[src/rtl/fetch_pc_unit.sv]
// Fetch PC owner: issues imem requests, presents instructions to decode, squashes wrong-path fetches.
// Optional FETCH_PERF_EN adds fetch_count/squash_count performance counters.
module fetch_pc_unit #(
  parameter int                  WordSize    = 32,
  parameter logic [WordSize-1:0] ResetVector = '0
) (
  input  logic                clk,
  input  logic                rstn,
  input  logic                redirect_valid,
  input  logic [WordSize-1:0] redirect_addr,
  input  logic                stall,
  output logic                imem_req,
  output logic [WordSize-1:0] imem_addr,
  input  logic                imem_ack,
  input  logic [WordSize-1:0] imem_rdata,
  output logic                out_valid,
  output logic [WordSize-1:0] out_pc,
  output logic [WordSize-1:0] out_instr
`ifdef FETCH_PERF_EN
  ,
  output logic [31:0]         fetch_count,
  output logic [31:0]         squash_count
`endif
);

  // state | meaning
  // IDLE  | out of reset, no request yet
  // REQ   | request for pc outstanding
  // HOLD  | response parked in hold, waiting for a free output slot
  // DRAIN | squashed request still outstanding, next pc parked in tgt
  typedef enum logic [1:0] {IDLE, REQ, HOLD, DRAIN} state_e;

  state_e              state_q, state_d;
  logic [WordSize-1:0] pc_q, pc_d;
  logic [WordSize-1:0] tgt_q, tgt_d;
  logic [WordSize-1:0] hold_q, hold_d;
  logic                out_valid_q, out_valid_d;
  logic [WordSize-1:0] out_pc_q, out_pc_d;
  logic [WordSize-1:0] out_instr_q, out_instr_d;
  logic                slot_free;

  assign slot_free = !out_valid_q || !stall;

  always_comb begin
    state_d     = state_q;
    pc_d        = pc_q;
    tgt_d       = tgt_q;
    hold_d      = hold_q;
    out_pc_d    = out_pc_q;
    out_instr_d = out_instr_q;
    out_valid_d = out_valid_q;
    // Redirect marks the slot content as wrong-path, even while decode stalls.
    if (redirect_valid) begin
      out_valid_d = 1'b0;
    end else if (out_valid_q && !stall) begin
      out_valid_d = 1'b0;
    end
    case (state_q)
      IDLE: state_d = REQ;
      REQ: begin
        if (redirect_valid && imem_ack) begin
          pc_d = redirect_addr;
        end else if (redirect_valid) begin
          tgt_d   = redirect_addr;
          state_d = DRAIN;
        end else if (imem_ack) begin
          if (slot_free) begin
            out_pc_d    = pc_q;
            out_instr_d = imem_rdata;
            out_valid_d = 1'b1;
            pc_d        = pc_q + WordSize'(4);
          end else begin
            hold_d  = imem_rdata;
            state_d = HOLD;
          end
        end
      end
      HOLD: begin
        if (redirect_valid) begin
          pc_d    = redirect_addr;
          state_d = REQ;
        end else if (!stall) begin
          out_pc_d    = pc_q;
          out_instr_d = hold_q;
          out_valid_d = 1'b1;
          pc_d        = pc_q + WordSize'(4);
          state_d     = REQ;
        end
      end
      DRAIN: begin
        if (imem_ack) begin
          pc_d    = redirect_valid ? redirect_addr : tgt_q;
          state_d = REQ;
        end else if (redirect_valid) begin
          tgt_d = redirect_addr;
        end
      end
      default: state_d = IDLE;
    endcase
  end

  always_ff @(posedge clk or negedge rstn) begin
    if (!rstn) begin
      state_q     <= IDLE;
      pc_q        <= ResetVector;
      tgt_q       <= '0;
      hold_q      <= '0;
      out_valid_q <= 1'b0;
      out_pc_q    <= '0;
      out_instr_q <= '0;
    end else begin
      state_q     <= state_d;
      pc_q        <= pc_d;
      tgt_q       <= tgt_d;
      hold_q      <= hold_d;
      out_valid_q <= out_valid_d;
      out_pc_q    <= out_pc_d;
      out_instr_q <= out_instr_d;
    end
  end

  assign imem_req  = (state_q == REQ) || (state_q == DRAIN);
  assign imem_addr = pc_q;
  assign out_valid = out_valid_q;
  assign out_pc    = out_pc_q;
  assign out_instr = out_instr_q;

`ifdef FETCH_PERF_EN
  logic fetch_load;
  logic squash;

  assign fetch_load = (state_q == REQ && imem_ack && !redirect_valid && slot_free) ||
                      (state_q == HOLD && !redirect_valid && !stall);
  assign squash     = (state_q == REQ && imem_ack && redirect_valid) ||
                      (state_q == DRAIN && imem_ack) ||
                      (state_q == HOLD && redirect_valid);

  always_ff @(posedge clk or negedge rstn) begin
    if (!rstn) begin
      fetch_count  <= '0;
      squash_count <= '0;
    end else begin
      if (fetch_load) fetch_count <= fetch_count + 32'd1;
      if (squash) squash_count <= squash_count + 32'd1;
    end
  end
`endif

endmodule
[config.mk]
export PLATFORM = sky130hd
export DESIGN_NAME = fetch_pc_unit
export DESIGN_NICKNAME = d
export VERILOG_FILES = /design/src/rtl/fetch_pc_unit.sv
export SDC_FILE = /design/constraint.sdc
export NUM_CORES = 1
export LEC_CHECK = 0
export BUFFER_PORTS_ARGS = -buffer_cell sky130_fd_sc_hd__clkbuf_2
export CAP_MARGIN = 10
export CORE_MARGIN = 2
export CORE_UTILIZATION = 55
export CTS_BUF_LIST = sky130_fd_sc_hd__clkbuf_2
export DETAILED_ROUTE_END_ITERATION = 6
export HOLD_SLACK_MARGIN = 0.1
export PLACE_DENSITY = 0.83
export SYNTH_ARGS = -nofsm -noshare
export SYNTH_HDL_FRONTEND = slang
export SYNTH_SLANG_ARGS = --single-unit
export TNS_END_PERCENT = 20
[constraint.sdc]
create_clock -name clk -period 2.9 [get_ports clk]
set_clock_uncertainty 0.15 [all_clocks]
set_input_delay 0.29 -clock clk [delete_from_list [all_inputs] [get_ports clk]]
set_output_delay 0.29 -clock clk [all_outputs]
set_load 0.01 [all_outputs]
==> impl_metrics.py, run 1 <==
metrics = {
    "global_route": {
        "grt_antenna_before_repair": 1,
        "overflow": 0,
        "grt_util_all_layers": 0.2666,
        "grt_max_degree": 89,
        "grt_pass1_wl_um": 30680,
        "grt_pass1_vias": 6055,
    },
    "power_and_ir_drop": {
        "ir_worst_vdd_mv": 0.5232,
        "intPower_w": 0.005565,
        "swShare": 0.3961,
        "p_leak_nw": 4.330,
        "pwr_density_cell_mw_per_mm2": 958.3,
        "pwr-share-seq": 0.455,
        "combPwrFrac": 0.408,
        "total_power_w": 0.009215,
        "p_clk_frac": 0.137,
        "p_sw_w": 0.003650,
    },
    "logic_synthesis": {
        "syn_nets": 758,
        "synth_area_mm2": 0.007672,
        "synth_flop_cell": "dfrtp_1",
        "async_flop_share": 1.000,
        "synth_cells": 684,
        "avgSynthCellArea_um2": 11.22,
        "ys_ff_latch": 163,
        "synth_seq_area_share": 0.5316,
        "synth_edf_count": 0,
        "synth_cell_types": 49,
        "yosysWarnings": 0,
    },
    "worst_hold_path": {
        "min_from": "imem_rdata[3]",
        "hold_class": "in2reg",
        "whs_endpoint": "hold_q[3]$_DFFE_PN0P_",
        "holdPathStages": 3,
    },
    "cts": {
        "cts.sinks": 163,
        "clockRootBuffer": "clkbuf_2",
        "ctsHoldBuffers": 70,
        "htreeDepth": 4,
        "clk_pin_slew_ps": 240,
        "cts_made_buffers": 17,
        "clk_path_buf_depth": 2,
        "cts_tree": "done",
        "ctsResizeCount": 0,
        "clk-insertion-delay-late_ps": 760,
        "post_cts.repair.setup_buffers": 0,
    },
    "sta": {
        "fin_ws_ps": 273.3,
        "timing.final.crit_share": 0.9058,
        "period_minus_slack_ps": 2627,
        "setup_viol": 0,
        "rsz0062_at_grt": "false",
        "hold_viol_final": 0,
        "tightest_slew_ps": 809.2,
        "fmax_ghz": 0.3807,
        "slew_headroom": 0.4605,
        "drv_slew": 0,
        "tns_ps": 0,
    },
    "detailed_routing": {
        "drt-vias-per-instance": 5.905,
        "drt_iter0_drc": 514,
        "wl_per_cell_um": 17.88,
        "drtPass1Iterations": 7,
        "via_count": 6490,
        "final_antenna_net_count": 0,
        "drc_errors": 0,
        "wirelength_um": 19650,
    },
    "worst_setup_path": {
        "worstSetupPathType": "reg2reg",
        "crit_arrival_ps": 3130,
        "critical_path_required_ps": 3400,
        "r2r_setup_slack_ps": 270,
        "start_kind": "flop",
        "rr_worst_depth": 9,
        "r2r_end": "imem_addr[29]$_DFFE_PN0P_",
        "reg2reg_from": "state_q[0]$_DFFE_PN0P_",
        "critPathCaptureType": "flop",
        "path_max_fanout": 13,
    },
    "outcome": {
        "status": "finished clean",
    },
    "layout": {
        "nFillCells": 1011,
        "fin_util": 0.6981,
        "areaGrowthSynthToFinish_pct": 25.33,
        "drive_gt1_frac": 0.3442,
        "fin_area_mm2": 0.009615,
        "layout_commonest_cell": "clkbuf_2",
        "layout_common_cells": "185 x clkbuf_2, 163 x dfrtp_1, 96 x mux2_2, 70 x dlygate4sd3_1, 59 x nor2_1",
        "nets": 979,
    },
    "placement": {
        "dp_slack_ps": 356.0,
        "portBuffers": 166,
        "place_area_mm2": 0.008675,
        "place_hpwl_um": 12430,
        "gp_congestion": 0.8833,
    },
    "die": {
        "rows": 43,
        "initial_core_util": 0.5570,
        "die-area_mm2": 0.01491,
        "fp.dieW_um": 122.1,
        "coreArea_mm2": 0.01377,
        "num_io_pins": 167,
        "die_h_um": 122.1,
    },
    "run": {
        "drv_cap": 0,
    },
}
==> registers in the layout (all words and copies together) (netlist names) <==
| signal | count |
|---|---|
| state_q | 2 |
| out_valid | 1 |
| out_instr | 32 |
| hold_q | 32 |
| out_pc | 32 |
| imem_addr | 32 |
| tgt_q | 32 |
==> critical path, cell delays in order (launching register included) <==
cell and delay [ps]:
dfrtp_1 470, inv_1 120, ha_2 250, nor2b_1 180
a22o_1 280, nor3_2 550, buf_4 280, o21ai_0 90
nand2_1 80, o21ai_0 70
==> cell usage after synthesis, types with 10 or more instances <==
library cell  instances  share of area
buf_2                12         0.0078
a22o_1               12          0.014
dfrtp_1             163           0.53
buf_1                10         0.0049
a21oi_1              53          0.035
nand3_1              16          0.010
nor2_1               60          0.029
nand2_1              26          0.013
o21ai_0              44          0.029
a22oi_1              26          0.025
mux2i_1              32          0.042
mux2_2               96           0.14
clkbuf_1             26          0.013
==> final cells by class <==
type,instances,area [um2],area share
Clock inverter,12,137.6,0.01431
Multi-Input combinational cell,463,3349,0.3483
Inverter,9,33.78,0.003513
Antenna cell,1,2.502,0.0002602
Sequential cell,163,4079,0.4242
Timing Repair Buffer,251,1688,0.1755
Tap cell,180,225.2,0.02342
Clock buffer,20,100.1,0.01041
==> worst max path at each step <==
stage	to	startpoint	depth (start not counted)	slack (ps)
finish	imem_addr[29]$_DFFE_PN0P_	state_q[0]$_DFFE_PN0P_	9	270
global route	imem_addr[29]$_DFFE_PN0P_	state_q[0]$_DFFE_PN0P_	9	70
CTS	imem_addr[29]$_DFFE_PN0P_	state_q[0]$_DFFE_PN0P_	9	320
detailed placement	imem_addr[18]$_DFFE_PN0P_	state_q[0]$_DFFE_PN0P_	8	360
global placement	imem_addr[21]$_DFFE_PN0P_	state_q[0]$_DFFE_PN0P_	8	450
floorplan	imem_addr[3]$_DFFE_PN0P_	state_q[0]$_DFFE_PN0P_	10	680
==> power by group through the flow <==
stage | Sequential, W | Combinational (W) | Clock, W
after global placement | 0.00415 | 0.00353 | 0
after detailed placement | 0.00421 | 0.00364 | 0
after floorplan | 0.00428 | 0.00219 | 0
after CTS | 0.00415 | 0.00372 | 0.00128
after global routing | 0.00433 | 0.00412 | 0.00138
final | 0.00420 | 0.00376 | 0.00126
==> cell families (layout without fill, tap and decap cells) <==
group,after synthesis,after routing,synth area share
AOI/OAI and AO/OA,176,176,0.1440
xor gates and xnor gates,2,2,0.002284
adders and majority gates,5,5,0.008154
buffers and inverters,58,292,0.03408
DFF,163,163,0.5316
muxes,128,128,0.1826
other,0,1,0
and+or+nand+nor,152,152,0.09720
==> metrics by stage <==
step           hold slack (ps)  instances
2_1_floorplan           -155.6        684
3_3_place_gp             269.0        996
3_5_place_dp             268.5        996
4_1_cts                  103.9       1098
5_1_grt                  102.9       1099
6_report                 157.5       1099
==> layer usage <==
layer  wire, um  vias to the layer above  part of all wire  GRT usage
met5          0                        -                 0          0
met4        821                        0             0.042     0.1430
met3       1115                       64             0.057    0.05431
met2       9521                      301              0.48     0.4267
met1       8195                     3157              0.42     0.3425
li1           -                     2968                 -          -
Power figures use the tool's default switching activity.
==> run 2: changes to the inputs <==
- clock period: 2.9 -> 3 ns (I/O delays scaled with it)
==> impl_metrics.py, run 2 (same netlist as run 1, synthesis figures left out) <==
metrics = {
    "sta": {
        "period_minus_slack_ps": 2505,
        "fmax_ghz": 0.3992,
        "rsz0062_at_grt": "false",
        "drv_slew": 0,
        "fin_ws_ps": 494.8,
        "tns_ps": 0,
        "tightest_slew_ps": 935.6,
        "setup_viol": 0,
        "hold_viol_final": 0,
        "timing.final.crit_share": 0.8351,
        "slew_headroom": 0.3763,
    },
    "worst_setup_path": {
        "rr_worst_depth": 9,
        "start_kind": "flop",
        "r2r_setup_slack_ps": 490,
        "path_max_fanout": 47,
        "r2r_end": "out_instr[14]$_DFFE_PN0P_",
        "reg2reg_from": "state_q[0]$_DFFE_PN0P_",
        "crit_arrival_ps": 3010,
        "worstSetupPathType": "reg2reg",
        "critical_path_required_ps": 3500,
        "critPathCaptureType": "flop",
    },
    "placement": {
        "place_inst": 999,
        "dp_slack_ps": 306.6,
        "place_area_mm2": 0.008685,
        "portBuffers": 166,
        "gp_congestion": 0.8874,
        "place_hpwl_um": 12720,
    },
    "layout": {
        "fin_area_mm2": 0.009573,
        "layout_common_cells": "185 x clkbuf_2, 163 x dfrtp_1, 96 x mux2_2, 69 x dlygate4sd3_1, 59 x nor2_1",
        "areaGrowthSynthToFinish_pct": 24.77,
        "layout_commonest_cell": "clkbuf_2",
        "drive_gt1_frac": 0.3493,
        "nets": 981,
        "fin_util": 0.6950,
        "stdcell_count": 1100,
    },
    "cts": {
        "clk_pin_slew_ps": 230,
        "htreeDepth": 4,
        "clk_path_buf_depth": 2,
        "cts.sinks": 163,
        "clk-insertion-delay-late_ps": 740,
        "clockRootBuffer": "clkbuf_2",
        "cts_tree": "done",
        "post_cts.repair.setup_buffers": 0,
        "cts_made_buffers": 17,
    },
    "die": {
        "die_h_um": 122.1,
        "initial_core_util": 0.5570,
        "fp.dieW_um": 122.1,
        "num_io_pins": 167,
        "coreArea_mm2": 0.01377,
        "die-area_mm2": 0.01491,
        "rows": 43,
    },
    "global_route": {
        "grt_pass1_wl_um": 31220,
        "grt_pass1_vias": 6251,
        "grt_util_all_layers": 0.2714,
        "grt_antenna_before_repair": 1,
        "overflow": 0,
        "grt_max_degree": 105,
    },
    "power_and_ir_drop": {
        "pwr_density_cell_mw_per_mm2": 913.9,
        "p_leak_nw": 4.307,
        "ir_worst_vdd_mv": 0.4448,
    },
    "run": {
        "drv_cap": 0,
    },
    "detailed_routing": {
        "drc_errors": 0,
        "drtPass1Iterations": 5,
        "drt_iter0_drc": 560,
        "wl_per_cell_um": 17.95,
        "drt-vias-per-instance": 5.795,
        "via_count": 6374,
        "final_antenna_net_count": 0,
        "wirelength_um": 19750,
    },
    "worst_hold_path": {
        "whs_endpoint": "tgt_q[19]$_DFFE_PN0P_",
        "min_from": "redirect_addr[19]",
        "holdPathStages": 3,
        "hold_class": "in2reg",
    },
    "outcome": {
        "status": "finished clean",
    },
}
run 2: area by class of cell:
class                           count  area (um2)
Antenna cell                        1       2.502
Sequential cell                   163        4079
Tap cell                          180       225.2
Timing Repair Buffer              253        1688
Multi-Input combinational cell    463        3354
Fill cell                        1008        4200
Inverter                            9       33.78
Clock inverter                     11       90.09
Clock buffer                       20       100.1
run 2: power by group:
part           leakage (nW)  switching, W  internal (W)
Combinational          2.20       0.00194       0.00171
Sequential             1.98      0.000849       0.00321
Clock                 0.123      0.000746      0.000294
Total                  4.31       0.00353       0.00521
run 2: per-stage QoR:
stage | power (W) | hold WS [ps]
after global routing | 0.009380 | 119.7
after global placement | 0.007423 | 326.3
final | 0.008748 | 183.4
after CTS | 0.008686 | 126.5
after detailed placement | 0.007605 | 326.9
after floorplan | 0.006250 | -145.6
run 2: routing by layer:
layer	GRT usage	part of all wire	vias up
li1	-	-	2957
met1	0.3394	0.42	3106
met2	0.4480	0.50	258
met3	0.06367	0.054	53
met4	0.1257	0.031	0
met5	0	0	-
run 2: worst max-delay path, cell delays in order (launching register included):
cell	delay, ps
dfrtp_1	450
inv_1	130
ha_2	280
nor3b_1	240
a31oi_1	110
nor2_4	330
buf_12	310
buf_12	210
nor2_1	50
a21oi_1	160
run 2: how the worst max path moves through the flow:
stage,start,end,slack (ps),depth (start not counted)
after floorplan,state_q[0]$_DFFE_PN0P_,imem_addr[3]$_DFFE_PN0P_,780,10
after CTS,state_q[0]$_DFFE_PN0P_,imem_addr[28]$_DFFE_PN0P_,280,9
after global placement,state_q[0]$_DFFE_PN0P_,imem_addr[28]$_DFFE_PN0P_,440,9
final,state_q[0]$_DFFE_PN0P_,out_instr[14]$_DFFE_PN0P_,490,9
after detailed placement,state_q[0]$_DFFE_PN0P_,imem_addr[28]$_DFFE_PN0P_,310,9
after global routing,state_q[0]$_DFFE_PN0P_,imem_addr[28]$_DFFE_PN0P_,330,9
run 2: repair_timing:
item,4_1_cts,5_1_grt
resized for setup,0,1
hold buffers,69,0
endpoints found under the hold margin,263,0
setup endpoints to repair,0,1
